File: config.mk
export PLATFORM = sky130hd
export DESIGN_NAME = gray_conv_arbiter
export DESIGN_NICKNAME = d
export VERILOG_FILES = /design/src/rtl/gray_conv_arb_pkg.sv /design/src/rtl/gray_conv_arbiter_core.sv /design/src/rtl/gray_conv_arbiter.sv
export SDC_FILE = /design/constraint.sdc
export NUM_CORES = 1
export LEC_CHECK = 0
export ABC_AREA = 1
export ABC_CLOCK_PERIOD_IN_PS = 1800
export CORE_MARGIN = 1
export CORE_UTILIZATION = 41
export DETAILED_ROUTE_END_ITERATION = 8
export PLACE_DENSITY = 0.75
export SLEW_MARGIN = 10
export SYNTH_ARGS = -nofsm -noshare
export SYNTH_HDL_FRONTEND = slang
export SYNTH_SLANG_ARGS = --single-unit
File: constraint.sdc
create_clock -name clk -period 1.8 [get_ports clk]
set_input_delay 0.36 -clock clk [delete_from_list [all_inputs] [get_ports clk]]
set_output_delay 0.36 -clock clk [all_outputs]
set_load 0.02 [all_outputs]
File: src/rtl/gray_conv_arb_pkg.sv
// Shared types and constants for the gray-code conversion arbiter.
// Optional feature macro: GRAY_CONV_ARB_B2G_EN (enables the binary-to-gray path).
package gray_conv_arb_pkg;

    typedef enum logic [1:0] {
        IDLE = 2'd0,
        CONV = 2'd1,
        HOLD = 2'd2
    } state_t;

    localparam logic MODE_G2B = 1'b0;
    localparam logic MODE_B2G = 1'b1;

endpackage

File: src/rtl/gray_conv_arbiter_core.sv
// Combinational gray<->binary converter shared by all requesters.
// Optional feature macro: GRAY_CONV_ARB_B2G_EN (builds the binary-to-gray path).
module gray_conv_core
    import gray_conv_arb_pkg::*;
#(
    parameter int unsigned WIDTH = 3
) (
    input  logic [WIDTH-1:0] operand,
    input  logic             mode,
    output logic [WIDTH-1:0] result
);

    logic [WIDTH-1:0] g2b;

    // Gray-to-binary: each binary bit is the running XOR of gray bits from the MSB down
    always_comb begin : g2b_chain
        logic acc;
        acc = 1'b0;
        g2b = '0;
        for (int i = int'(WIDTH) - 1; i >= 0; i--) begin
            acc    = acc ^ operand[i];
            g2b[i] = acc;
        end
    end

`ifdef GRAY_CONV_ARB_B2G_EN
    logic [WIDTH-1:0] b2g;

    assign b2g    = operand ^ (operand >> 1);
    assign result = (mode == MODE_B2G) ? b2g : g2b;
`else
    // Direction input has no effect when only gray-to-binary is built
    logic unused_mode;

    assign unused_mode = (mode == MODE_B2G);
    assign result      = g2b;
`endif

endmodule

File: src/rtl/gray_conv_arbiter.sv
// Round-robin arbiter feeding a single shared gray-code converter (IDLE/CONV/HOLD).
// Optional feature macro: GRAY_CONV_ARB_B2G_EN (honour req_mode for binary-to-gray).
module gray_conv_arbiter
    import gray_conv_arb_pkg::*;
#(
    parameter  int unsigned WIDTH = 3,
    parameter  int unsigned NREQ  = 4,
    localparam int unsigned ID_W  = $clog2(NREQ)
) (
    input  logic                  clk,
    input  logic                  rst,
    input  logic [NREQ-1:0]       req,
    input  logic [NREQ-1:0]       req_mode,
    input  logic [NREQ*WIDTH-1:0] req_data,
    output logic [NREQ-1:0]       gnt,
    output logic                  out_valid,
    input  logic                  out_ready,
    output logic [WIDTH-1:0]      out_data,
    output logic [ID_W-1:0]       out_id,
    output logic                  busy
);

    state_t            state;
    state_t            next_state;
    logic              any_req;
    logic [ID_W-1:0]   last_winner;
    logic [ID_W-1:0]   win_idx;
    logic [WIDTH-1:0]  sel_data;
    logic              sel_mode;
    logic [WIDTH-1:0]  op_data;
    logic              op_mode;
    logic [ID_W-1:0]   op_id;
    logic [WIDTH-1:0]  result;

    assign any_req   = |req;
    assign out_valid = (state == HOLD);
    assign busy      = (state != IDLE);

    // Round-robin search starting just after the previous winner
    always_comb begin : rr_search
        logic [ID_W-1:0] cand;
        logic            found;
        cand    = '0;
        found   = 1'b0;
        win_idx = last_winner;
        for (int k = 1; k <= int'(NREQ); k++) begin
            cand = ID_W'((int'(last_winner) + k) % int'(NREQ));
            if (!found && req[cand]) begin
                win_idx = cand;
                found   = 1'b1;
            end
        end
    end

    // Operand and direction of the current winner
    always_comb begin
        sel_data = '0;
        sel_mode = MODE_G2B;
        for (int i = 0; i < int'(NREQ); i++) begin
            if (ID_W'(i) == win_idx) begin
                sel_data = req_data[i*WIDTH +: WIDTH];
                sel_mode = req_mode[i];
            end
        end
    end

    // FSM state register
    always_ff @(posedge clk or posedge rst) begin
        if (rst) begin
            state <= IDLE;
        end else begin
            state <= next_state;
        end
    end

    // Next-state and grant pulse; grant is suppressed while reset is held
    always_comb begin
        next_state = state;
        gnt        = '0;
        case (state)
            IDLE: begin
                if (any_req) begin
                    next_state = CONV;
                    if (!rst) begin
                        gnt = NREQ'(1) << win_idx;
                    end
                end
            end
            CONV: next_state = HOLD;
            HOLD: begin
                if (out_ready) begin
                    next_state = IDLE;
                end
            end
            default: next_state = IDLE;
        endcase
    end

`ifndef GRAY_CONV_ARB_B2G_EN
    logic unused_sel_mode;

    assign unused_sel_mode = sel_mode;
`endif

    // Operand capture on grant, result capture on leaving CONV
    always_ff @(posedge clk or posedge rst) begin
        if (rst) begin
            last_winner <= ID_W'(NREQ - 1);
            op_data     <= '0;
            op_mode     <= MODE_G2B;
            op_id       <= '0;
            out_data    <= '0;
            out_id      <= '0;
        end else begin
            if (state == IDLE && any_req) begin
                last_winner <= win_idx;
                op_data     <= sel_data;
                op_id       <= win_idx;
`ifdef GRAY_CONV_ARB_B2G_EN
                op_mode     <= sel_mode;
`else
                op_mode     <= MODE_G2B;
`endif
            end
            if (state == CONV) begin
                out_data <= result;
                out_id   <= op_id;
            end
        end
    end

    gray_conv_core #(
        .WIDTH (WIDTH)
    ) u_core (
        .operand (op_data),
        .mode    (op_mode),
        .result  (result)
    );

endmodule

# Word-level counts from Yosys, hierarchy flattened

Index checks and enable logic that the tools add are counted.

Register bits: 14
Bits of input ports: 23
Output and inout port bits: 11

Bitwise operators: 2
Add/subtract/negate cells: 4
Order comparisons: 4
Reduce and logical (&&, ||, !) cells: 12
Eq/ne operators: 7
Muxes and demuxes: 25
Shifts and indexed selects: 1

Operator list:

| operator                                                                      | number |
|---|---|
| 2-bit by 3-bit less-than comparator with 1-bit output (second input constant) | 4 |
| 2-bit 2-to-1 mux                                                              | 6 |
| 3-bit 2-to-1 mux                                                              | 4 |
| 4-bit 2-to-1 mux                                                              | 3 |
| 1-bit binary-select mux with 2-bit select                                     | 4 |
| 1-bit 2-to-1 mux                                                              | 7 |
| 2-bit one-hot mux with 3 select lines                                         | 1 |
| 2-bit by 1-bit adder with 2-bit output (second input constant)                | 2 |
| 2-bit adder (second input constant)                                           | 2 |
| 2-bit == test (first input constant)                                          | 2 |
| 1-bit logical AND                                                             | 4 |
| 2-bit zero test                                                               | 2 |
| 4-bit OR reduction                                                            | 1 |
| 1-bit by 2-bit left shift with 4-bit output (first input constant)            | 1 |
| 1-bit zero test                                                               | 3 |
| 1-bit by 2-bit == test with 1-bit output (first input constant)               | 1 |
| 2-bit by 1-bit == test with 1-bit output (second input constant)              | 1 |
| 2-bit == test (second input constant)                                         | 1 |
| 2-bit by 1-bit != test with 1-bit output (second input constant)              | 1 |
| 2-bit != test (second input constant)                                         | 1 |
| 2-bit AND reduction                                                           | 1 |
| 2-bit nonzero test                                                            | 1 |
| 1-bit bitwise XOR                                                             | 2 |

# Depth between registers and ports, before layout

Gate-level depths: netlist of the first run.

Depth in word-level cells: 18
Gate-level depth with buffers: 16
Depth with buffers taken out: 14

# Modules after synthesis

A second synthesis of the first run with hierarchy kept.

Cells, all modules: 149
Area, all modules: 1,078.5 um^2

By module, submodules not included:

| module            | area an instance (um^2) | cells each | instances |
|---|---|---|---|
| gray_conv_arbiter | 1,019.7                 | 136        | 1 |
| gray_conv_core    | 58.8                    | 13         | 1 |

# Worst setup path after synthesis of the first run

OpenSTA, ideal clock, no wires.

Path kind: register to output
From: register last_winner[0]
To: output port gnt[1]
Cell stages (with the launch flop): 13
Setup slack: -444 ps
Data required time: 1,440 ps
Arrival: 1,884 ps
Cell sequence: dfstp_2 > buf_6 > nand2_1 > nand2_4 > nand2_4 > nand2_4 > nand2_1 > nand2_1 > nand2_2 > nand2_4 > inv_2 > buf_8 > nor3_1

Longest elaborated chain between the ends: 17

RTL lines:

| what                                          | RTL line                 | text |
|---|---|---|
| start, declared                               | gray_conv_arbiter.sv:26  | `logic [ID_W-1:0] last_winner;` |
| start signal, assigned                        | gray_conv_arbiter.sv:108 | `last_winner <= ID_W'(NREQ - 1);` |
| start signal, assigned                        | gray_conv_arbiter.sv:116 | `last_winner <= win_idx;` |
| 2-bit by 1-bit adder with 2-bit output        | gray_conv_arbiter.sv:47  | `cand = ID_W'((int'(last_winner) + k) % int'(NREQ));` |
| 1-bit binary-select mux with 2-bit select     | gray_conv_arbiter.sv:48  | `if (!found && req[cand]) begin` |
| 1-bit 2-to-1 mux (not written as such)        | gray_conv_arbiter.sv:48  |  |
| 1-bit 2-to-1 mux                              | gray_conv_arbiter.sv:48  |  |
| 1-bit zero test                               | gray_conv_arbiter.sv:48  |  |
| 1-bit logical AND                             | gray_conv_arbiter.sv:48  |  |
| 1-bit 2-to-1 mux                              | gray_conv_arbiter.sv:48  |  |
| 1-bit zero test                               | gray_conv_arbiter.sv:48  |  |
| 1-bit logical AND                             | gray_conv_arbiter.sv:48  |  |
| 1-bit 2-to-1 mux                              | gray_conv_arbiter.sv:48  |  |
| 1-bit zero test                               | gray_conv_arbiter.sv:48  |  |
| 1-bit logical AND                             | gray_conv_arbiter.sv:48  |  |
| 2-bit 2-to-1 mux *                            | gray_conv_arbiter.sv:48  |  |
| 1-bit by 2-bit left shift with 4-bit output * | gray_conv_arbiter.sv:85  | `gnt = NREQ'(1) << win_idx;` |
| 4-bit 2-to-1 mux *                            | gray_conv_arbiter.sv:84  | `if (!rst) begin` |
| 4-bit 2-to-1 mux *                            | gray_conv_arbiter.sv:82  | `if (any_req) begin` |
| 4-bit 2-to-1 mux *                            | gray_conv_arbiter.sv:80  | `case (state)` |
| end, declared                                 | gray_conv_arbiter.sv:15  | `output logic [NREQ-1:0] gnt,` |

Mark *: on every way between the ends. The rest lies on a longest branch, timed or not. The select of a mux whose other input is x is not followed.

# Final worst setup path of the first run

Same ends and word-level chain as after synthesis.

==> results.toml, run 1 <==
[status]
status = "finished, violations left"
violations = "negative setup slack"

[pwr]
p_leak_nw = 0.841
p_sw_frac = 0.481
pwr-share-comb = 0.811
ir_drop_mv = 2.07
pwr-share-clk = 0.051
fin_total_pwr_w = 0.00432
power_frac_seq = 0.138
power_switching_w = 0.00208
p_int_w = 0.00224
powerDensity_mw_per_mm2 = 2500

[floorplanning]
start_util = 0.450
die_w_um = 52.2
fp.dieH_um = 52.2
core-area_sq_mm = 0.00230
rows = 17
die_area_sq_mm = 0.00273
num_io_pins = 34

[logic_synthesis]
ys_ff_latch = 14
syn_area_per_cell_sq_um = 7.66
synth_area_sq_mm = 0.00103
yosysSeqAreaShare = 0.341
ys_types = 26
netlist_instances = 135
synth_nets = 158
yosys_warnings = 0

[cells_and_area]
fin_area_sq_mm = 0.00173
insertedDiodeCount = 0
instances_no_fill = 221
area_delta_synth_final_pct = 67.0
layout-drive-gt1-share = 0.425
fin_nets = 217

[worst_setup_path]
crit_fanout = 7
worst_setup_path_end_kind = "output pin"
cp_slowest_cell = "dfstp_2"
cp.required_ns = 1.44
slowest_delay_ns = 0.57
crit_buf_inv = 5
crit_arrival_ns = 2.03
crit_family = "simple AND/OR/NAND/NOR gates"
start_kind = "register"
cpMostUsedCell = "nand2_4"
worstSetupPathType = "reg -> out"
cp_cell_sequence = "buf_12 -> inv_8 -> nand2_4 -> nand2_2 -> nand2_4 -> nand2_4 -> inv_2 -> nand3_4 -> nand3_4 -> nand2_4 -> buf_6 -> nor3_4 -> buf_6"

[clock_network]
cts_hold_buf = 0
htree_levels = 1
cts.clk_slew.worst_paths_ns = 0.08
clockBufferDepth = 2
clk_latency_ns = 0.27
cts_tree = "done"
cts_buffers = 3
numClockSinks = 14
cts_root_buffer = "clkbuf_4"

[sta]
hold-worst-slack_ns = 0.438
slew_viol_final = 0
setup_viol = 9
period_share = 1.33
relSlewSlack = 0.822
worst_slack_ns = -0.586
hold_viol_final = 0
rsz0062_at_grt = "true"
tightest_slew_ns = 0.265
skew_ns = 0.000889
post-route-min-period_ns = 2.39
fin_setup_tns_ns = -3.09
fmax_ghz = 0.419

[route]
vias = 1127
drtIter0Drc = 8
first_pass_iters = 4
drc_errors = 0
routed_wirelength_um = 2910
via_per_inst = 5.10
wl_per_cell_um = 13.2
ant_nets = 0

[grt]
first_global_vias = 1117
grt_max_degree = 15
grt_overflow = 0
track_usage = 0.225
grt_first_pass_wirelength_um = 4550
antenna_found_initial = 0

[min_path]
hp-class = "in -> async"

[job]
maxCapViolCount = 0

[placement]
portBuffers = 29
place_congestion = 0.789
dp_hpwl_um = 2070
dp_cells = 207
dpl_cell_area_sq_mm = 0.00151
==> Yosys cell counts (all sizes together) <==
| cell | instances | area (sq um) |
|---|---|---|
| buf | 3 | 41.3 |
| xor2 | 1 | 8.76 |
| o21ai | 9 | 45.0 |
| clkbuf | 1 | 3.75 |
| mux2 | 1 | 11.3 |
| o21bai | 3 | 22.5 |
| nand3b | 3 | 22.5 |
| nor2 | 7 | 33.8 |
| xnor2 | 1 | 8.76 |
| nor4 | 1 | 6.26 |
| a21oi | 2 | 10.0 |
| dfrtp | 12 | 300 |
| dfstp | 2 | 52.6 |
| nand4 | 4 | 25.0 |
| nand2 | 57 | 292 |
| inv | 13 | 56.3 |
| nor3 | 2 | 10.0 |
| nand3 | 13 | 85.1 |
==> worst reg2reg max path: stages (launching register included) <==
cell and delay, ns:
dfstp_2 0.57, buf_12 0.13, inv_8 0.05, nand2_4 0.05, nand2_2 0.07, nand2_4 0.10
nand2_4 0.08, inv_2 0.07, nand3_4 0.07, nand3_4 0.09, nand2_4 0.09, buf_6 0.13
buf_6 0.12, o21bai_1 0.16, nand3_1 0.10, nand2_1 0.06, nand2_1 0.04
==> cell usage in the layout (no fill, tap or decap), types with 3 or more instances in the layout <==
cell type         n
inv_1             9
nand3b_1          3
nor2_1            4
nor2_4            3
nand3_2           3
dfrtp_1          12
buf_6             6
buf_4            25
nand2_2          13
o21bai_1          3
nand2_4          12
nand3_1           8
o21ai_0           6
nand4_1           4
nand2_1          32
clkdlybuf4s50_1  23
clkbuf_4          3
==> metrics by stage <==
step / setup slack [ns] / utilization
2_1_floorplan: -0.235 / -
3_3_place_gp: -0.910 / 0.658
3_5_place_dp: -0.952 / 0.658
4_1_cts: -0.567 / 0.725
5_1_grt: -0.709 / 0.752
6_report: -0.586 / 0.752
==> registers in the layout, indices dropped and copies added (netlist names) <==
name / count
last_winner: 2
op_data: 3
op_id: 2
out_data: 3
out_id: 2
state: 2
==> worst paths after layout <==
kind	from	end	slack, ns	cells after the start
min	rst	state[0]$_DFFE_PP0P_	0.44	3
max in group asynchronous	rst	last_winner[1]$_DFFE_PP1P_	1.13	3
max reg2reg	last_winner[0]$_DFFE_PP1P_	op_data[2]$_DFFE_PP0P_	-0.29	16
min in group clk	out_id[0]$_DFFE_PP0N_	out_id[0]$_DFFE_PP0N_	0.50	2
max	last_winner[0]$_DFFE_PP1P_	gnt[1]	-0.59	13
min reg2reg	out_id[0]$_DFFE_PP0N_	out_id[0]$_DFFE_PP0N_	0.50	2
==> metal layers <==
metal	track usage	wire length, um	vias up
li1	-	-	552
met1	0.245	1090	539
met2	0.438	1660	32
met3	0.0290	142	4
met4	0.0789	25	0
met5	0	0	-
==> what timing repair did <==
item / 4_1_cts / 5_1_grt
pin swaps: 4 / 12
resized for setup: 41 / 13
setup endpoints to repair: 12 / 11
gates cloned: 0 / 1
buffers inserted: 7 / 2
==> power groups by stage <==
stage / combinational (W) / clock, W / sequential, W
6_report: 0.00350 / 0.000220 / 0.000598
5_1_grt: 0.00382 / 0.000247 / 0.000611
4_1_cts: 0.00314 / 0.000227 / 0.000596
3_5_place_dp: 0.00270 / 0 / 0.000628
3_3_place_gp: 0.00261 / 0 / 0.000618
2_1_floorplan: 0.00189 / 0 / 0.000646
==> area by class of cell <==
type | instances | area [sq um]
clock buffer | 4 | 36.3
inverter | 13 | 58.8
fill | 185 | 569
sequential | 14 | 353
multi-input combinational | 104 | 702
timing repair buffer | 58 | 543
tap | 28 | 35.0
==> cell families (layout without fill, tap and decap cells) <==
| family | Yosys count | after routing | synth area share |
|---|---|---|---|
| simple gates | 87 | 87 | 0.458 |
| flops | 14 | 14 | 0.341 |
| xor+xnor | 2 | 2 | 0.0169 |
| mux | 1 | 1 | 0.0109 |
| buf+inv | 17 | 75 | 0.0979 |
| compound gates | 14 | 14 | 0.0750 |
Note: power is estimated with default switching activity, not from simulation.
==> run 2, diff against run 1 <==
--- a/config.mk
+++ b/config.mk
@@ -10,8 +10,9 @@
 export CORE_MARGIN = 1
 export CORE_UTILIZATION = 41
 export DETAILED_ROUTE_END_ITERATION = 8
-export PLACE_DENSITY = 0.75
+export PLACE_DENSITY = 0.74
 export SLEW_MARGIN = 10
 export SYNTH_ARGS = -nofsm -noshare
 export SYNTH_HDL_FRONTEND = slang
+export SYNTH_HIERARCHICAL = 1
 export SYNTH_SLANG_ARGS = --single-unit
==> results.toml, run 2 <==
[status]
status = "finished, violations left"
violations = "negative setup slack"

[route]
drc_errors = 0
routed_wirelength_um = 3260
wl_per_cell_um = 13.6
vias = 1216
first_pass_iters = 4
via_per_inst = 5.09
drtIter0Drc = 21
ant_nets = 0

[worst_setup_path]
worstSetupPathType = "reg -> out"
crit_arrival_ns = 2.06
crit_buf_inv = 3
worst_r2r_startpoint = "last_winner[0]$_DFFE_PP1P_"
cp_slowest_cell = "dfstp_2"
cp_cell_sequence = "buf_2 -> nand2_1 -> nand3_1 -> nand2_2 -> o21ai_2 -> nand3_4 -> nand2_8 -> inv_4 -> nor3_4 -> buf_6"
start_kind = "register"
crit_family = "simple AND/OR/NAND/NOR gates"
reg2reg_depth = 14
reg2reg_slack_ns = -0.31
rr_endpoint = "op_data[1]$_DFFE_PP0P_"
worst_setup_path_end_kind = "output pin"
crit_fanout = 5
slowest_delay_ns = 0.58
cp.required_ns = 1.44

[sta]
tightest_slew_ns = 0.363
post-route-min-period_ns = 2.42
fmax_ghz = 0.413
skew_ns = 0.000772
setup_viol = 11
relSlewSlack = 0.756
worst_slack_ns = -0.624
slew_viol_final = 0
period_share = 1.35
rsz0062_at_grt = "true"
hold_viol_final = 0

[clock_network]
cts_hold_buf = 0
clockBufferDepth = 2
cts_buffers = 3
htree_levels = 1
cts_tree = "done"
clk_latency_ns = 0.28
numClockSinks = 14
cts_root_buffer = "clkbuf_4"
cts.clk_slew.worst_paths_ns = 0.08

[grt]
first_global_vias = 1191
antenna_found_initial = 0
grt_overflow = 0
grt_max_degree = 15
track_usage = 0.242
grt_first_pass_wirelength_um = 4830

[cells_and_area]
fin_util = 0.732
fill_cells = 193
layout-drive-gt1-share = 0.431
fin_nets = 233
insertedDiodeCount = 0
mostFrequentLayoutCells = "43 x nand2_1, 29 x buf_4, 22 x clkdlybuf4s50_1, 15 x nand2_4, 15 x inv_1"
multi_input_area_sq_um = 759
final_common_cell = "nand2_1"
regArea_sq_um = 353
area_delta_synth_final_pct = 68.7
top_regs = "op_data x3, out_data x3"

[floorplanning]
rows = 18
fp.dieH_um = 53.2
num_io_pins = 34
start_util = 0.434
core-area_sq_mm = 0.00248
die_area_sq_mm = 0.00283
die_w_um = 53.2

[logic_synthesis]
syn_area_per_cell_sq_um = 7.26
synth_area_sq_mm = 0.00107
synth_nets = 171
yosys_warnings = 6
netlist_instances = 148

[job]
maxCapViolCount = 0

[placement]
dp_hpwl_um = 2210
portBuffers = 29
place_congestion = 0.933

[min_path]
hp-class = "in -> async"
==> run 2: metal layers <==
layer | global-route usage | part of all wire
met2 | 0.481 | 0.56
met1 | 0.233 | 0.36
met4 | 0.123 | 0.028
met3 | 0.0316 | 0.053
met5 | 0 | 0
==> run 2: timing repair <==
action / CTS / global route
gates resized for setup: 35 / 24
setup buffers: 7 / 5
setup endpoints to repair: 10 / 11
pin swaps: 3 / 5
==> run 2: worst max-delay path by stage <==
stage / from / to / slack, ns / cells past startpoint
after CTS: last_winner[0]$_DFFE_PP1P_ / gnt[3] / -0.58 / 12
after global routing: last_winner[1]$_DFFE_PP1P_ / gnt[0] / -0.72 / 11
after global placement: req[0] / gnt[3] / -0.92 / 12
after detailed placement: req[0] / gnt[3] / -0.98 / 12
after floorplan: last_winner[0]$_DFFE_PP1P_ / gnt[3] / -0.19 / 11
final: last_winner[0]$_DFFE_PP1P_ / gnt[3] / -0.62 / 10
==> run 2: stage by stage <==
step	hold WS, ns	worst slack (ns)	instance area [sq um]	TNS, ns	std cells
CTS	0.421	-0.578	1690	-2.97	234
floorplan	0.256	-0.192	1130	-0.698	148
finish	0.415	-0.624	1810	-3.74	239
global route	0.425	-0.720	1810	-4.76	239
global placement	0.466	-0.916	1580	-4.92	223
detailed placement	0.476	-0.983	1580	-5.48	223
==> run 2: final cells by class <==
type	instances	share of cell area
inverter	20	0.0483
tap	30	0.0207
timing repair buffer	61	0.303
sequential	14	0.195
clock buffer	4	0.0145
multi-input combinational	110	0.419
==> run 2: worst register-to-register path: cells and delay by family, from the launching register on <==
family	cells	cell delay, ns
AOI/OAI and AO/OA	1	0.20
buffers and inverters	3	0.44
and+or+nand+nor	10	0.78
DFF	1	0.58
Power of run 2 is not shown: default switching activity piles up to over one toggle a cycle in this logic, so the estimate is an artifact.
